### src/rtl/sd_dat_reader.sv
// sd_dat_reader: SD DAT-line block receiver.
//
// Receives one data block on 1 or 4 DAT lines. The payload is packed
// big-endian into 32-bit words and pushed into an internal FIFO. The CRC16
// of each active line and the end bit are checked on every block.
//
// Ports:
//   clk, resetn         system clock; synchronous active-low reset
//   dat_in, new_sd_clk  sampled DAT levels, qualified by a one-clk strobe
//                       that fires once per bus clock
//   start_req, abort    start a read; cancel the read and flush the FIFO
//   wide_mode           use 4 lines (only honoured when NUM_LINES == 4)
//   block_len           payload bytes per block, latched at start_req
//   out_data/valid/ready  FIFO head word and valid/ready pop handshake
//   busy, done          not idle; one-clk pulse when a read completes
//   err_*               sticky error flags, cleared by the next start
//
// Optional feature (macro SD_DAT_MULTI_BLOCK_EN): adds block_count[15:0].
// The block then receives block_count blocks back to back, ORs the error
// flags across all of them and pulses done once at the end.
module sd_dat_reader #(
  parameter int  NUM_LINES       = 4,
  parameter int  MAX_BLOCK_BYTES = 512,
  parameter int  FIFO_DEPTH      = 16,
  parameter int  TIMEOUT_CLKS    = 65536,
  localparam int BL_W            = $clog2(MAX_BLOCK_BYTES + 1)
) (
  input  logic                 clk,
  input  logic                 resetn,
  input  logic [NUM_LINES-1:0] dat_in,
  input  logic                 new_sd_clk,
  input  logic                 start_req,
  input  logic                 abort,
  input  logic                 wide_mode,
  input  logic [BL_W-1:0]      block_len,
`ifdef SD_DAT_MULTI_BLOCK_EN
  input  logic [15:0]          block_count,
`endif
  output logic [31:0]          out_data,
  output logic                 out_valid,
  input  logic                 out_ready,
  output logic                 busy,
  output logic                 done,
  output logic                 err_crc,
  output logic                 err_end_bit,
  output logic                 err_start_bit,
  output logic                 err_timeout,
  output logic                 err_overrun
);

  // The DATA/CRC counter must hold both block_len*8 and 16.
  localparam int CW = (BL_W + 3 > 5) ? BL_W + 3 : 5;
  localparam int TW = $clog2(TIMEOUT_CLKS + 1);
  localparam int AW = $clog2(FIFO_DEPTH);

  typedef enum logic [2:0] {
    S_IDLE, S_WAIT, S_DATA, S_CRC, S_END, S_COLLECT
  } state_t;

  state_t state, state_n;

  logic [BL_W-1:0]            blen_q;
  logic                       wide_q;
  logic [TW-1:0]              tmr;
  logic [CW-1:0]              cnt, nclk;
  logic [31:0]                word, word_sh, push_data;
  logic [5:0]                 nbits, nbits_n;
  logic [NUM_LINES-1:0][15:0] crc, crc_step;
  logic [NUM_LINES-1:0]       act;
  logic [3:0]                 dat4;

  logic accept, start_seen, tmo, data_last, crc_last, end_tick;
  logic shift_crc, crc_bad, end_bad, more_blocks, restart;
  logic data_tick, push, wr_ok, pop, overrun, empty, full;

  logic [AW:0]  wr_ptr, rd_ptr, rd_n;
  logic [31:0]  mem [FIFO_DEPTH];

  // Zero-extended view so 4-line indexing stays legal when NUM_LINES == 1.
  assign dat4 = 4'(dat_in);
  assign act  = wide_q ? {NUM_LINES{1'b1}} : NUM_LINES'(1);
  assign nclk = wide_q ? CW'({blen_q, 1'b0}) : CW'({blen_q, 3'b000});

  assign accept     = (state == S_IDLE) && start_req && !abort;
  assign start_seen = (state == S_WAIT) && new_sd_clk && !dat4[0];
  assign tmo        = (state == S_WAIT) && new_sd_clk && dat4[0] &&
                      (tmr == TW'(TIMEOUT_CLKS - 1));
  assign data_tick  = (state == S_DATA) && new_sd_clk;
  assign data_last  = data_tick && (cnt == nclk - 1'b1);
  assign crc_last   = (state == S_CRC) && new_sd_clk && (cnt == CW'(15));
  assign end_tick   = (state == S_END) && new_sd_clk;
  assign shift_crc  = new_sd_clk && ((state == S_DATA) || (state == S_CRC));
  assign end_bad    = |(act & ~dat_in);
  assign restart    = end_tick && more_blocks;

`ifdef SD_DAT_MULTI_BLOCK_EN
  logic [15:0] blk_left;

  assign more_blocks = (blk_left > 16'd1);

  always_ff @(posedge clk) begin
    if (!resetn)      blk_left <= '0;
    else if (accept)  blk_left <= (block_count == 16'd0) ? 16'd1 : block_count;
    else if (restart) blk_left <= blk_left - 16'd1;
  end
`else
  assign more_blocks = 1'b0;
`endif

  // ---------------- FSM ----------------
  always_ff @(posedge clk) begin
    if (!resetn) state <= S_IDLE;
    else         state <= state_n;
  end

  always_comb begin
    state_n = state;
    if (abort) begin
      state_n = S_IDLE;
    end else begin
      case (state)
        S_IDLE:    if (start_req)  state_n = S_WAIT;
        S_WAIT:    if (start_seen) state_n = S_DATA;
                   else if (tmo)   state_n = S_COLLECT;
        S_DATA:    if (data_last)  state_n = S_CRC;
        S_CRC:     if (crc_last)   state_n = S_END;
        S_END:     if (end_tick)   state_n = more_blocks ? S_WAIT : S_COLLECT;
        S_COLLECT: state_n = S_IDLE;
        default:   state_n = S_IDLE;
      endcase
    end
  end

  assign busy = (state != S_IDLE);
  assign done = (state == S_COLLECT) && !abort;

  // ---------------- Latches and counters ----------------
  always_ff @(posedge clk) begin
    if (!resetn) begin
      blen_q <= '0;
      wide_q <= 1'b0;
      tmr    <= '0;
      cnt    <= '0;
    end else begin
      if (accept) begin
        blen_q <= block_len;
        wide_q <= wide_mode && (NUM_LINES == 4);
      end
      if (accept || restart)                 tmr <= '0;
      else if (state == S_WAIT && new_sd_clk) tmr <= tmr + 1'b1;
      if (start_seen)     cnt <= '0;
      else if (shift_crc) cnt <= (data_last || crc_last) ? '0 : cnt + 1'b1;
    end
  end

  // ---------------- Per-line CRC16 (x^16+x^12+x^5+1, init 0) ----------------
  // The received CRC is shifted through the same register, so a good line
  // ends at zero.
  for (genvar i = 0; i < NUM_LINES; i++) begin : g_crc
    assign crc_step[i] = {crc[i][14:0], 1'b0} ^
                         ({16{dat_in[i] ^ crc[i][15]}} & 16'h1021);
  end

  always_ff @(posedge clk) begin
    if (!resetn || start_seen) crc <= '0;
    else if (shift_crc)        crc <= crc_step;
  end

  // The last CRC bit is judged from crc_step so no extra cycle is needed.
  always_comb begin
    crc_bad = 1'b0;
    for (int i = 0; i < NUM_LINES; i++)
      if (act[i] && (crc_step[i] != 16'h0)) crc_bad = 1'b1;
  end

  // ---------------- Word packing ----------------
  assign word_sh   = wide_q ? {word[27:0], dat4} : {word[30:0], dat4[0]};
  assign nbits_n   = nbits + (wide_q ? 6'd4 : 6'd1);
  // A short final word is left-aligned so its first byte sits in [31:24].
  assign push_data = word_sh << (6'd32 - nbits_n);
  assign push      = data_tick && ((nbits_n == 6'd32) || data_last) && !abort;

  always_ff @(posedge clk) begin
    if (!resetn || start_seen) begin
      word  <= '0;
      nbits <= '0;
    end else if (data_tick) begin
      if ((nbits_n == 6'd32) || data_last) begin
        word  <= '0;
        nbits <= '0;
      end else begin
        word  <= word_sh;
        nbits <= nbits_n;
      end
    end
  end

  // ---------------- Output FIFO ----------------
  assign empty     = (wr_ptr == rd_ptr);
  assign full      = (wr_ptr[AW-1:0] == rd_ptr[AW-1:0]) && (wr_ptr[AW] != rd_ptr[AW]);
  assign out_valid = !empty;
  assign pop       = !empty && out_ready;
  // A pop in the same clk frees the slot, so a push into a full FIFO still lands.
  assign wr_ok     = push && (!full || pop);
  assign overrun   = push && full && !pop;
  assign rd_n      = rd_ptr + (AW + 1)'(pop);

  always_ff @(posedge clk) begin
    if (wr_ok) mem[wr_ptr[AW-1:0]] <= push_data;
  end

  // out_data is a registered copy of the head; it is reloaded whenever the
  // head moves, bypassing the word being written if that becomes the head.
  always_ff @(posedge clk) begin
    if (!resetn) begin
      wr_ptr   <= '0;
      rd_ptr   <= '0;
      out_data <= '0;
    end else if (abort) begin
      wr_ptr <= '0;
      rd_ptr <= '0;
    end else begin
      rd_ptr <= rd_n;
      if (wr_ok) wr_ptr <= wr_ptr + 1'b1;
      if (pop || (empty && wr_ok))
        out_data <= (wr_ok && (rd_n[AW-1:0] == wr_ptr[AW-1:0])) ?
                    push_data : mem[rd_n[AW-1:0]];
    end
  end

  // ---------------- Error flags ----------------
  always_ff @(posedge clk) begin
    if (!resetn || accept) begin
      err_crc       <= 1'b0;
      err_end_bit   <= 1'b0;
      err_start_bit <= 1'b0;
      err_timeout   <= 1'b0;
      err_overrun   <= 1'b0;
    end else if (!abort) begin
      if (start_seen && wide_q && (|dat4[3:1])) err_start_bit <= 1'b1;
      if (tmo)                                  err_timeout   <= 1'b1;
      if (crc_last && crc_bad)                  err_crc       <= 1'b1;
      if (end_tick && end_bad)                  err_end_bit   <= 1'b1;
      if (overrun)                              err_overrun   <= 1'b1;
    end
  end

endmodule

### config.mk
export PLATFORM = sky130hd
export DESIGN_NAME = sd_dat_reader
export DESIGN_NICKNAME = d
export VERILOG_FILES = /design/src/rtl/sd_dat_reader.sv
export SDC_FILE = /design/constraint.sdc
export NUM_CORES = 1
export LEC_CHECK = 0
export CAP_MARGIN = 20
export CORE_MARGIN = 5
export CORE_UTILIZATION = 40
export CTS_CLUSTER_DIAMETER = 30
export DETAILED_ROUTE_END_ITERATION = 16
export PLACE_DENSITY = 0.56
export SETUP_SLACK_MARGIN = 0.1
export SYNTH_ARGS = -nofsm -noshare
export SYNTH_HDL_FRONTEND = slang
export SYNTH_SLANG_ARGS = --single-unit
### constraint.sdc
create_clock -name clk -period 14.9 [get_ports clk]
set_clock_uncertainty 0.1 [all_clocks]
set_input_delay 2.98 -clock clk [delete_from_list [all_inputs] [get_ports clk]]
set_output_delay 2.98 -clock clk [all_outputs]
set_load 0.05 [all_outputs]
-- Word level (Yosys, flattened, before mapping)
Memory sizes are Yosys's and may differ from the RTL's. A register that Yosys moved wholly into a read port is not among the register bits.
Index checks and enable logic that the tools add are counted.
- shifts and indexed selects: 1
- add/subtract/negate cells: 7
- eq/ne operators: 17
- multiplexer cells: 20
- reduce and logical (&&, ||, !) cells: 61
- bitwise gates (word level): 12
- operators with widths (cell ; count):
    16-bit nonzero test ; 4
    16-bit by 13-bit bitwise XOR with 16-bit output ; 4
    32-bit two-way mux ; 1
    32-bit by 6-bit left shift with 32-bit output ; 1
    31-bit two-way mux ; 1
    1-bit logical AND ; 29
    13-bit two-way mux ; 2
    3-bit two-way mux ; 7
    17-bit by 1-bit adder with 17-bit output (second input constant) ; 1
    17-bit by 16-bit == test with 1-bit output (second input constant) ; 1
    3-bit one-hot mux with 5 select lines ; 1
    13-bit by 1-bit adder with 13-bit output (second input constant) ; 1
    13-bit == test ; 1
    13-bit by 4-bit == test with 1-bit output (second input constant) ; 1
    13-bit by 1-bit subtractor with 13-bit output (second input constant) ; 1
    2-bit AND reduction ; 6
    2-bit != test (second input constant) ; 4
    1-bit logical NOT ; 7
    1-bit logical OR ; 7
    6-bit by 3-bit adder with 6-bit output ; 1
    3-bit by 2-bit == test with 1-bit output (second input constant) ; 2
    3-bit == test (second input constant) ; 2
    6-bit == test (second input constant) ; 1
    1-bit two-way mux ; 6
    20 further kinds ; 26
- register bits: 160
- bits in writable memories: 512
- memories: 1
- bits of input ports: 21
- output and inout bits: 40
- memories (name ; words ; bits a word ; rd ports ; clocked after Yosys merged registers in ; wr ports ; line ; source):
    mem ; 16 ; 32 ; 1 ; 1 ; 1 ; 77 ; logic [31:0] mem [FIFO_DEPTH];

-- Logic depth before layout (Yosys ltp)
- word-level depth: 11
- gate-level depth with buffers: 18
- depth with buffers taken out: 15

-- Least setup slack after synthesis
No wires, ideal clock.
- path kind: input-to-output
- start point: input abort
- end point: output done
- arrival time: 3795 ps
- slack: 8025 ps
- stages: 3
- path buffers: 1
- data required time: 11820 ps
- path through: clkbuf_1 > nor2_1 > and3_1
- longest elaborated chain between the ends: 2
- ends and longest elaborated chain (what ; line ; source):
    from (decl) ; 33 ; input logic abort,
    1-bit logical NOT ; - ;
    1-bit logical AND ; 135 ; assign done = (state == S_COLLECT) && !abort;
    to (decl) ; 43 ; output logic done,
Every way passes these cells.

-- Worst setup path after layout
Ends and elaborated chain as after synthesis.

==> results.md <==
- The tightest min-delay check is of the reg2reg type.
- In this run the post-CTS setup repair buffer count came out at 0.
- The number of violations of the max-capacitance limit is 0.
- The via count of the first global-routing pass is 20107.
- The first detailed-routing pass ran for 6 iterations.
- On the worst path, the slowest cell contributes a delay of 800 ps.
- The sum of negative setup slack is 0 ps.
- After the first detailed-routing iteration, the DRC count stood at 1491.
- The global-route track usage on met1 is 24.7%.
- The flow ran to the end, and the final reports show no timing, DRC or antenna violations.
- The worst IR drop on VDD is 84.4 µV.
- The most frequent cell on the critical path is sky130_fd_sc_hd__clkdlybuf4s50_1.
- Cell internal power was estimated by the tool at 4.23 mW.
- The maximum net fanout on the critical path is 10.
- The post-route total power is 5.42 mW.
- The first global-routing pass estimated 119 mm of wire.
- In the synthesized netlist the dominant register cell turns out to be sky130_fd_sc_hd__edfxtp_1.
- The final critical delay including setup and external delays is 8050 ps.
- The analysis attributes to net switching a power of 1.20 mW.
- From bottom edge to top edge, the die measures 287 µm.
- The cell at the root of the clock tree is sky130_fd_sc_hd__clkbuf_16.
- The clock network fraction of total power is 58.4%.
- The hold violation total from the final report was 0.
- The clock tree synthesis step divided the H-tree into 4 levels.
- After detailed routing, the number of vias per cell comes to 5.54.
- Cells with a size suffix above 1 make up 20.2% of the layout.
- Per report_power, the sequential group accounts for 38.8% of the total.
- 61 I/O pins were placed.
- Summed over all cells, the static leakage comes to 13.0 nW.
- The initial standard-cell utilization of the core is 40.3%.
- The wire-length estimate of the detail-placed layout is 43.2 mm.
- In this run the mean area of a mapped cell was 13.4 µm².
- The count of endpoints failing setup in the final report is 0.
- Hold repair after CTS inserted 0 buffers.
- In the global route stage, met3 resource usage came out at 4.58%.
- In this run switching power makes up 22.0% of total power.
- The total nets after synthesis is 2325.
- The overall routing resource usage is 18.8%.
- sky130_fd_sc_hd__edfxtp_1 takes more of the synthesized area than any other cell.
- The worst setup path is of the in2out kind.
- At the worst endpoint, the required time is 11820 ps.
- The power density relative to cell area is 145 nW/µm².
- The worst path uses 54.0% of the clock period.
- The total overflow left after global routing is 0.
- The final routed DRC violation total is 0.
- The initial antenna violation count is 6.
- The number of placement rows is 101.
- The buffer and inverter count on the worst path is 2.
- The die width is 287 µm.
- The Yosys step of the flow raised 0 warnings.
- Entering global routing, the biggest net connects 104 pins.
- The share of synthesized area in the top cell type comes to 50.3%.
- The arrival time of data at the critical path endpoint is 4970 ps.
- For the worst-skew pair, the clock arrives at the later sink with an insertion delay of 720 ps.
- Sorting the synthesized cells by area gives the leading types as sky130_fd_sc_hd__edfxtp_1 50%, sky130_fd_sc_hd__dfxtp_1 13%, sky130_fd_sc_hd__mux4_2 11%.
- The global routing met2 resource utilization is 30.6%.
- The number of slew-limit violations in the final report is 0.
- The signal on the critical path passes through clkdlybuf4s50_1 -> nor2_1 -> and3_1 -> clkdlybuf4s50_1.
- STA classifies the critical path endpoint as an output pin.
- The core region is 75900 µm².
- The number of enable flip-flop cells after synthesis is 512.
- The final layout contains routed wiring with a total length of 77.3 mm.
- The signed area change from the synthesized netlist to the final layout is 21.8%.
- In this run the most used layer during global routing was met2.
- The most common cell in the synthesized netlist is sky130_fd_sc_hd__edfxtp_1.
- Setup repair after global routing left no endpoint under its margin.
- At the end of routability-driven placement, the weighted congestion stood at 0.790.
- The number of nets still failing antenna checks after routing is 0.
- The die covers 82100 µm².
- In the synthesized netlist, the number of instances is 2290.
- The number of different library cells used by synthesis comes to 66.
- The area of the mapped netlist is 30600 µm².
- The measured slew at the worst slew-check pin is 1120 ps.
- After clock tree synthesis, the clock-pin slew on the worst setup and hold paths is 50 ps.
- Input and output buffers added on the ports amount to 60.
- The slowest stage cell on the critical path is sky130_fd_sc_hd__clkdlybuf4s50_1.
- TritonCTS built the clock tree.
- The number of sinks handled by clock tree synthesis is 704.
- The clock buffer count from CTS is 138.
- The number of nets in the layout is 2404.
- After clock tree synthesis, the repair step resized 0 gates.
- The kind of launch point of the worst setup path is an input pin.
- Dividing the detail-routed wire length by the instance count gives 22.0 µm.
- Of the synthesized area, sequential elements account for 62.8%.
- The upper clock frequency limit is 124 MHz.
- In this run, synthesis produced a sequential element count of 704.
- The normalized max-slew margin is 25.5%.
- The fraction of registers with async set or reset after synthesis is 0%.
- The clock passes through at most 3 buffers.
- The routed layout has 19475 vias.
- The kind of cell adding the most delay to the critical path is buffers and inverters.
- The share of total power dissipated in combinational logic is 2.7%.
- The commonest cells after synthesis are 512 x sky130_fd_sc_hd__edfxtp_1, 358 x sky130_fd_sc_hd__nand2_1, 192 x sky130_fd_sc_hd__dfxtp_1.
-- routing by layer --
layer	vias up	part of all wire [%]
met1	9821	42
met5	-	0
li1	8863	-
met3	160	6.9
met2	631	48
met4	0	2.7
-- cells by family after synthesis --
family / Yosys count / synth area share [%]
AO/OA/AOI/OAI: 392 / 7.67
XOR/XNOR: 72 / 2.06
adder cells (fa/ha/maj): 14 / 0.573
buffers and inverters: 175 / 2.27
flip-flops: 704 / 62.8
multiplexers: 235 / 14.1
AND/OR/NAND/NOR: 698 / 10.5
-- sequential cells by signal (all words and copies together), names as in the netlist --
| name | flops |
|---|---|
| tmr | 17 |
| err_overrun | 1 |
| rd_ptr | 5 |
| blen_q | 10 |
| err_crc | 1 |
| err_timeout | 1 |
| state | 3 |
| word | 31 |
| wr_ptr | 5 |
| nbits | 6 |
| cnt | 13 |
| crc | 64 |
| out_data | 32 |
| wide_q | 1 |
| mem | 512 |
| err_end_bit | 1 |
| err_start_bit | 1 |
-- worst paths after layout --
kind | from | to | slack (ps) | cells after the start
min | err_crc$_SDFFE_PP0P_ | err_crc$_SDFFE_PP0P_ | 350 | 2
min reg2reg | err_crc$_SDFFE_PP0P_ | err_crc$_SDFFE_PP0P_ | 350 | 2
max reg2reg | wr_ptr[2]$_SDFFE_PP0P_ | out_data[13]$_SDFFE_PN0P_ | 8890 | 16
max | abort | done | 6850 | 4
-- final cells by class --
type                       instances  area, µm²
antenna                            1       2.50
timing repair buffer              99        966
multi-input combinational       1411      10800
sequential                       704      19200
clock inverter                    94       1270
fill                            6448      38700
clock buffer                     162       3640
inverter                          15       56.3
tap                             1030       1290
-- tightest hold or removal path: cells and delay by family (launching register included) --
kind / cells / cell delay (ps)
DFF: 1 / 300
buffers and inverters: 1 / 50
AOI/OAI and AO/OA: 1 / 50
-- stage by stage --
stage	hold slack, ps	cells	setup WS [ps]	utilization (%)	instance area (µm²)
after floorplan	334	2290	8020	-	30600
after global placement	336	3253	6760	42.4	32200
after detailed placement	345	3257	6590	42.5	32300
after CTS	352	3513	6880	49.0	37200
after global routing	381	3515	6770	49.1	37300
final	347	3516	6850	49.1	37300
-- cell usage in the layout, fill, tap and decap left out, drive strengths merged, types with 33 or more instances in the layout --
cell type      Yosys  routed
mux2i             46      46
a211oi            33      33
buf               38      40
and2              48      48
dfxtp            192     192
clkdlybuf4s50      0      59
o21ai            107     107
a31oi             66      66
nand3             60      60
mux4             154     154
and3              39      39
clkbuf           122     162
clkinv             0      52
edfxtp           512     512
xnor2             43      43
nor2              95      95
mux2              35      35
a21oi            119     119
nand2            358     358
-- power by group through the flow --
stage	Combinational, mW	Clock (mW)	Sequential (mW)
6_report	0.149	3.17	2.11
4_1_cts	0.146	3.22	2.11
3_3_place_gp	0.144	0	2.14
2_1_floorplan	0.105	0	2.14
3_5_place_dp	0.146	0	2.14
5_1_grt	0.162	3.33	2.10
Note: power is estimated with default switching activity, not from simulation.
